==> config.mk <==
export PLATFORM = sky130hd
export DESIGN_NAME = dec_scan_sequencer
export DESIGN_NICKNAME = d
export VERILOG_FILES = /design/src/rtl/dec_scan_sequencer.sv
export SDC_FILE = /design/constraint.sdc
export NUM_CORES = 1
export LEC_CHECK = 0
export CAP_MARGIN = 20
export CORE_AREA = 2 2 39 41
export CTS_BUF_LIST = sky130_fd_sc_hd__clkbuf_16
export CTS_CLUSTER_SIZE = 20
export DETAILED_ROUTE_END_ITERATION = 8
export DIE_AREA = 0 0 41 43
export PLACE_DENSITY = 0.57
export REMOVE_ABC_BUFFERS = 1
export SKIP_CTS_REPAIR_TIMING = 1
export SLEW_MARGIN = 20
export SYNTH_ARGS = -nofsm -noshare
export SYNTH_HDL_FRONTEND = slang
export SYNTH_SLANG_ARGS = --single-unit
==> constraint.sdc <==
create_clock -name clk -period 4.8 [get_ports clk]
set_input_delay 0.72 -clock clk [delete_from_list [all_inputs] [get_ports clk]]
set_output_delay 0.72 -clock clk [all_outputs]
set_load 0.01 [all_outputs]
==> src/rtl/dec_scan_sequencer.sv <==
// Round-robin channel scanner driving the select pair of a downstream 2-to-4 decoder.
// Dwells DIV cycles per enabled channel, skips masked channels, and pulses wrap once per full scan.
module dec_scan_sequencer #(
  parameter int DIV = 4
) (
  input  logic       clk,
  input  logic       rst,
  input  logic       en,
  input  logic [3:0] mask,
  output logic       a,
  output logic       b,
  output logic       valid,
  output logic       wrap
);

  localparam int CW = (DIV > 1) ? $clog2(DIV) : 1;

  typedef enum logic [0:0] {
    IDLE = 1'b0,
    SCAN = 1'b1
  } state_t;

  state_t          r_state;
  logic [1:0]      r_sel;
  logic [CW-1:0]   r_cnt;
  logic            r_valid;
  logic            r_wrap;

  logic [1:0]      w_lowest;
  logic [1:0]      w_next;
  logic            w_mask_any;
  logic            w_dwell_end;

  // Lowest set bit index; callers guarantee m is non-zero.
  function automatic logic [1:0] f_lowest(input logic [3:0] m);
    logic [1:0] res;
    res = 2'd0;
    for (int i = 3; i >= 0; i--) begin
      if (m[i]) begin
        res = 2'(i);
      end else begin
        res = res;
      end
    end
    return res;
  endfunction

  // Next enabled channel searching cur+1 .. cur+4; the nearest hit wins, cur+4 == cur.
  function automatic logic [1:0] f_next(input logic [1:0] cur, input logic [3:0] m);
    logic [1:0] res;
    logic [1:0] idx;
    res = cur;
    for (int k = 4; k >= 1; k--) begin
      idx = cur + 2'(k);
      if (m[idx]) begin
        res = idx;
      end else begin
        res = res;
      end
    end
    return res;
  endfunction

  assign w_mask_any  = (mask != 4'b0000);
  assign w_lowest    = f_lowest(mask);
  assign w_next      = f_next(r_sel, mask);
  assign w_dwell_end = (r_cnt == CW'(DIV - 1));

  // Scan FSM: state, select, dwell counter and the registered status flags.
  always_ff @(posedge clk) begin
    if (rst) begin
      r_state <= IDLE;
      r_sel   <= 2'd0;
      r_cnt   <= '0;
      r_valid <= 1'b0;
      r_wrap  <= 1'b0;
    end else begin
      case (r_state)
        IDLE: begin
          r_wrap <= 1'b0;
          r_cnt  <= '0;
          if (en && w_mask_any) begin
            r_state <= SCAN;
            r_sel   <= w_lowest;
            r_valid <= 1'b1;
          end else begin
            r_valid <= 1'b0;
          end
        end
        SCAN: begin
          // Stopping outranks advancing, so a coincident dwell end never wraps.
          if (!en || !w_mask_any) begin
            r_state <= IDLE;
            r_valid <= 1'b0;
            r_cnt   <= '0;
            r_wrap  <= 1'b0;
          end else if (!w_dwell_end) begin
            r_cnt  <= r_cnt + CW'(1);
            r_wrap <= 1'b0;
          end else begin
            r_cnt  <= '0;
            r_sel  <= w_next;
            r_wrap <= (w_next <= r_sel);
          end
        end
        default: begin
          r_state <= IDLE;
          r_sel   <= 2'd0;
          r_cnt   <= '0;
          r_valid <= 1'b0;
          r_wrap  <= 1'b0;
        end
      endcase
    end
  end

  assign a     = r_sel[1];
  assign b     = r_sel[0];
  assign valid = r_valid;
  assign wrap  = r_wrap;

endmodule
==> flow_summary.yaml, run 1 <==
outcome:
  status: "completed"
clock_network:
  htree_levels: 1
  cts_tree: "done"
  cts-root-buf: "clkbuf_16"
  numCtsBuffers: 3
  insertion_delay_ns: 0.23
  cts.sinks: 7
  clock_path_buffers: 2
  clkTransAtPathRegs_ns: 0.03
yosys:
  postSynthAreaPerCell_um2: 8.65
  synthAdderAreaFrac_pct: 9.04
  synth_compound_area_share_pct: 27.4
  synthXorXnorAreaFrac_pct: 0
  yosys-top-cells-area: "dfxtp_1, ha_1, a21oi_1"
  synthSimpleGateAreaFrac_pct: 26.2
  synth_mux_area_share_pct: 0
  synth-edff-count: 0
  synth_ff_type: "dfxtp_1"
  synth_top_area_share_pct: 33.7
  synth_cell_type_count: 21
  synth_top_family_by_area: "compound AO/OA/AOI/OAI gates"
  synth_top_area_cell: "dfxtp_1"
  synth-seq-cells: 7
  synth_area_um2: 415
  yosysWarnings: 0
  async_flop_share_pct: 0
  postSynthCellCount: 48
  yosysSeqAreaShare_pct: 33.7
sta:
  relSlewSlack_pct: 73.1
  fmax_ghz: 0.412
  hold_viol: 0
  worst_pin_slew_ns: 0.400
  fin_setup_tns_ns: 0
  skew_ns: 0.000679
  period_needed_ns: 2.43
  fin_crit_sh_pct: 50.6
  final-max-slew-violation-count: 0
  rsz0062_at_grt: "no"
  setup_viol: 0
critical_path:
  cp_slowest_stage_delay_ns: 0.56
  cp-end-kind: "flip-flop"
  ff2ff_setup_slack_ns: 3.09
  r2r-start: "r_sel[0]$_SDFFE_PP0P_"
  path_cells: "clkdlybuf4s50_1 > or2b_1 > o211ai_1 > a21boi_0 > inv_1 > ha_1 > a21oi_1 > a21oi_1 > nor3_1"
  cp_common_cell: "a21oi_1"
  startpoint: "mask[1]"
  crit_path_start_kind: "input port"
  path_buf_inv: 2
  crit_required_ns: 4.95
  worstPathMaxFanout: 6
  critPathSlowestCell: "clkdlybuf4s50_1"
  cpLargestDelayFamily: "buffers and inverters"
  r2r_cells: 8
  cp.depth: 9
  crit_type: "in2reg"
  crit_arrival_ns: 2.58
  r2r-end: "wrap$_SDFF_PP0_"
  worstSetupEndpoint: "wrap$_SDFF_PP0_"
floorplanning:
  fp-row-count: 14
  design.portCount: 11
  die_y_um: 43
  chipWidth_um: 41
  initial_core_util_pct: 30.0
  dieArea_um2: 1760
  core_area_um2: 1380
cells_and_area:
  layout.nets: 73
  nFillCells: 150
  antenna_cells: 0
  area.growth.synth_to_final_pct: 47.9
  drive_gt1_share_pct: 11.3
global_route:
  grt_overflow: 0
  grt_pass1_vias: 359
  antenna_found_initial: 0
  track_usage_pct: 11.8
  grt_max_degree: 8
  grt_pass1_wl_mm: 1.35
route:
  wl_um: 883
  ant_nets: 0
  drt_iter0_drc: 4
  drt_pass1_iterations: 3
  routedWlPerCell_um: 11.3
  drc: 0
  via_per_inst: 5.05
  num_vias: 394
placement:
  hpwlAfterDp_um: 685
  gp_congestion: 0.671
  io_buffers: 10
hold_path:
  min_path_type: "reg2reg"
  hold_path_depth: 1
power_and_ir_drop:
  ir_drop_v: 0.000247
  leakage_nw: 0.241
  power.total_w: 0.000236
  p_per_area_nw_per_um2: 384
run:
  cap_violations: 0
==> layout by cell type (no fill, tap or decap), drive strengths merged <==
cell	count
a211oi	1
nand2b	2
inv	5
o41ai	1
o31a	1
ha	3
a21boi	1
clkdlybuf4s50	10
nor2b	1
o21ai	2
nand2	2
nor3b	3
o211ai	1
nor3	4
a2111oi	1
and2b	1
o31ai	1
a21oi	6
dfxtp	7
clkbuf	3
or2b	2
nor2	4
==> flip-flops by register name, summed over array words and instances (netlist names) <==
signal,cells
r_cnt,2
r_sel,2
r_state,1
valid,1
wrap,1
==> how the worst min path moves through the flow <==
stage | startpoint | to
5_1_grt | r_cnt[0]$_SDFF_PP0_ | r_cnt[0]$_SDFF_PP0_
6_report | r_cnt[0]$_SDFF_PP0_ | r_cnt[0]$_SDFF_PP0_
3_3_place_gp | r_cnt[0]$_SDFF_PP0_ | r_cnt[0]$_SDFF_PP0_
2_1_floorplan | r_cnt[0]$_SDFF_PP0_ | r_cnt[0]$_SDFF_PP0_
3_5_place_dp | r_cnt[0]$_SDFF_PP0_ | r_cnt[0]$_SDFF_PP0_
4_1_cts | r_cnt[0]$_SDFF_PP0_ | r_cnt[0]$_SDFF_PP0_
==> worst register-to-register path, cell delays in order, from the launching register on <==
cell      delay, ns
dfxtp_1        0.35
or2b_1         0.25
o211ai_1       0.09
a21boi_0       0.26
inv_1          0.07
ha_1           0.29
a21oi_1        0.14
a21oi_1        0.06
nor3_1         0.12
==> stage by stage <==
stage	instance area, µm²	instances	utilization (%)	setup WS (ns)	hold slack (ns)
2_1_floorplan	415	48	-	2.87	0.404
3_3_place_gp	536	74	38.7	2.15	0.420
3_5_place_dp	536	74	38.7	2.14	0.416
4_1_cts	614	78	44.4	2.37	0.421
5_1_grt	614	78	44.4	2.14	0.443
6_report	614	78	44.4	2.37	0.418
==> final cells by class <==
type                    count  area [µm²]  share of cell area [%]
well taps                  16        20.0                    3.26
clock buffers               3        75.1                    12.2
flip-flops and latches      7         140                    22.8
repair buffers             10         100                    16.3
multi-input cells          37         260                    42.4
clock inverters             1        3.75                   0.611
inverters                   4        15.0                    2.44
==> cell usage after synthesis, drive strengths merged, types with 2 or more instances <==
| cell | number |
|---|---|
| dfxtp | 7 |
| nor2 | 4 |
| nand2 | 2 |
| nor3b | 3 |
| a21oi | 6 |
| o21ai | 2 |
| or2b | 2 |
| ha | 3 |
| inv | 4 |
| nor3 | 4 |
| nand2b | 2 |
==> cells by family (layout without fill, tap and decap cells) <==
logic type,Yosys count,in the layout
simple gates,19,19
flops,7,7
compound gates,15,15
buf+inv,4,18
fa+ha+maj,3,3
==> routing by layer <==
layer	vias up	global-route usage, %	wire, µm
met5	-	0	0
met4	0	12.0	26
met3	4	1.57	65
met2	11	16.6	408
met1	175	14.0	382
li1	204	-	-
==> power breakdown <==
group          internal [W]   total, W  switching (W)  leakage (nW)
Clock              0.000108   0.000137      0.0000293        0.0423
Combinational     0.0000181  0.0000342      0.0000161         0.141
Sequential        0.0000611  0.0000642     0.00000311        0.0574
Total              0.000187   0.000236      0.0000485         0.241
Power figures use the tool's default switching activity.
==> inputs of run 2 (changes only) <==
- clock period: 4.8 -> 2.5 ns (I/O delays scaled with it)
==> run 2 against run 1 <==
Via count shrank 1.8%. Clock skew about the same. Global-route usage up 1.2 points. Die area unchanged. Non-clock buffer count grew 1. Combinational power increased by 93%. Register-to-register slack worse by 2.3 ns. Count of clock-buffer cells in the layout unchanged. Worst hold slack better by 0.0068 ns. Flip-flop and latch count stayed put. Clock power rose by 93%. Critical path type unchanged. Largest power group unchanged.
==> flow_summary.yaml, run 2 (synthesis results as in run 1) <==
sta:
  worst_pin_slew_ns: 0.431
  hold_viol: 0
  relSlewSlack_pct: 70.9
  setup_viol: 0
  rsz0062_at_grt: "no"
  fin_setup_tns_ns: 0
  fmax_ghz: 0.508
  timing.final.ws_setup_ns: 0.532
  period_needed_ns: 1.97
  final-max-slew-violation-count: 0
  fin_crit_sh_pct: 78.7
  skew_ns: 0.000262
floorplanning:
  fp-row-count: 14
  die_y_um: 43
  initial_core_util_pct: 30.0
  dieArea_um2: 1760
  design.portCount: 11
  core_area_um2: 1380
  chipWidth_um: 41
placement:
  dp_slack_ns: 0.282
  gp_congestion: 0.731
  io_buffers: 10
  hpwlAfterDp_um: 686
route:
  wl_um: 884
  routedWlPerCell_um: 11.2
  drc: 0
  num_vias: 387
  drt_iter0_drc: 0
  drt_pass1_iterations: 1
  via_per_inst: 4.90
  ant_nets: 0
critical_path:
  worstPathMaxFanout: 2
  worstSetupEndpoint: "wrap$_SDFF_PP0_"
  r2r_cells: 8
  r2r-end: "wrap$_SDFF_PP0_"
  crit_arrival_ns: 2.12
  cp-end-kind: "flip-flop"
  crit_required_ns: 2.65
  ff2ff_setup_slack_ns: 0.79
  crit_type: "in2reg"
  crit_path_start_kind: "input port"
  startpoint: "mask[1]"
  r2r-start: "r_sel[0]$_SDFFE_PP0P_"
cells_and_area:
  drive_gt1_share_pct: 12.7
  layout.nets: 74
  layout_commonest_cell: "clkdlybuf4s50_1"
  area.growth.synth_to_final_pct: 49.7
  reg_top3: "r_cnt (2), r_sel (2)"
  fin_util_pct: 44.9
  layout_common_cells: "clkdlybuf4s50_1, dfxtp_1, inv_1, a21oi_1"
  antenna_cells: 0
global_route:
  grt_overflow: 0
  grt_pass1_vias: 365
  grt_max_degree: 8
  track_usage_pct: 13.0
  antenna_found_initial: 0
  grt_pass1_wl_mm: 1.54
clock_network:
  clock_path_buffers: 2
  insertion_delay_ns: 0.23
  cts.sinks: 7
  clkTransAtPathRegs_ns: 0.03
  cts_tree: "done"
  htree_levels: 1
  numCtsBuffers: 3
  cts-root-buf: "clkbuf_16"
outcome:
  status: "completed"
hold_path:
  min_path_type: "reg2reg"
  hold_start: "r_cnt[0]$_SDFF_PP0_"
power_and_ir_drop:
  ir_drop_v: 0.000439
  leakage_nw: 0.246
  p_per_area_nw_per_um2: 730
run:
  cap_violations: 0
==> run 2: changes by cell type in the layout (fill, tap and decap cells not counted) <==
cell,before,now
buf_4,0,1
==> run 2: stage by stage <==
| stage | power [W] | hold slack, ns | cell area (µm²) | std cells |
|---|---|---|---|---|
| after global placement | 0.000192 | 0.421 | 543 | 75 |
| after detailed placement | 0.000192 | 0.422 | 543 | 75 |
| after floorplan | 0.000161 | 0.404 | 415 | 48 |
| after global routing | 0.000479 | 0.436 | 622 | 79 |
| final | 0.000454 | 0.425 | 622 | 79 |
| after CTS | 0.000460 | 0.427 | 622 | 79 |
==> run 2: final cells by class <==
type,count,area [µm²]
Tap cell,16,20.0
Sequential cell,7,140
Clock buffer,3,75.1
Multi-Input combinational cell,37,260
Clock inverter,1,3.75
Inverter,4,15.0
Fill cell,146,762
Timing Repair Buffer,11,108
==> run 2: how the worst min path moves through the flow <==
stage                                      to  slack (ns)  cells past startpoint
after floorplan           r_cnt[0]$_SDFF_PP0_        0.40                      1
after global placement    r_cnt[0]$_SDFF_PP0_        0.42                      1
after detailed placement  r_cnt[0]$_SDFF_PP0_        0.42                      1
after CTS                 r_cnt[0]$_SDFF_PP0_        0.43                      1
after global routing      r_cnt[0]$_SDFF_PP0_        0.44                      1
final                     r_cnt[0]$_SDFF_PP0_        0.43                      1
==> run 2: worst max-delay path, cell delays in order <==
cell,delay (ns)
clkdlybuf4s50_1,0.47
or2b_1,0.25
o211ai_1,0.09
a21boi_0,0.28
inv_1,0.07
ha_1,0.29
a21oi_1,0.13
a21oi_1,0.05
nor3_1,0.11
==> run 2: power breakdown <==
group          internal [W]  switching [W]
Clock              0.000208      0.0000569
Combinational     0.0000358      0.0000302
Sequential         0.000117     0.00000604
==> run 2: routing by layer <==
metal	vias to the layer above	global-route usage, %	wire, µm
met3	0	3.14	53
met4	0	10.0	0
li1	206	-	-
met5	-	0	0
met1	173	16.6	414
met2	8	17.8	416
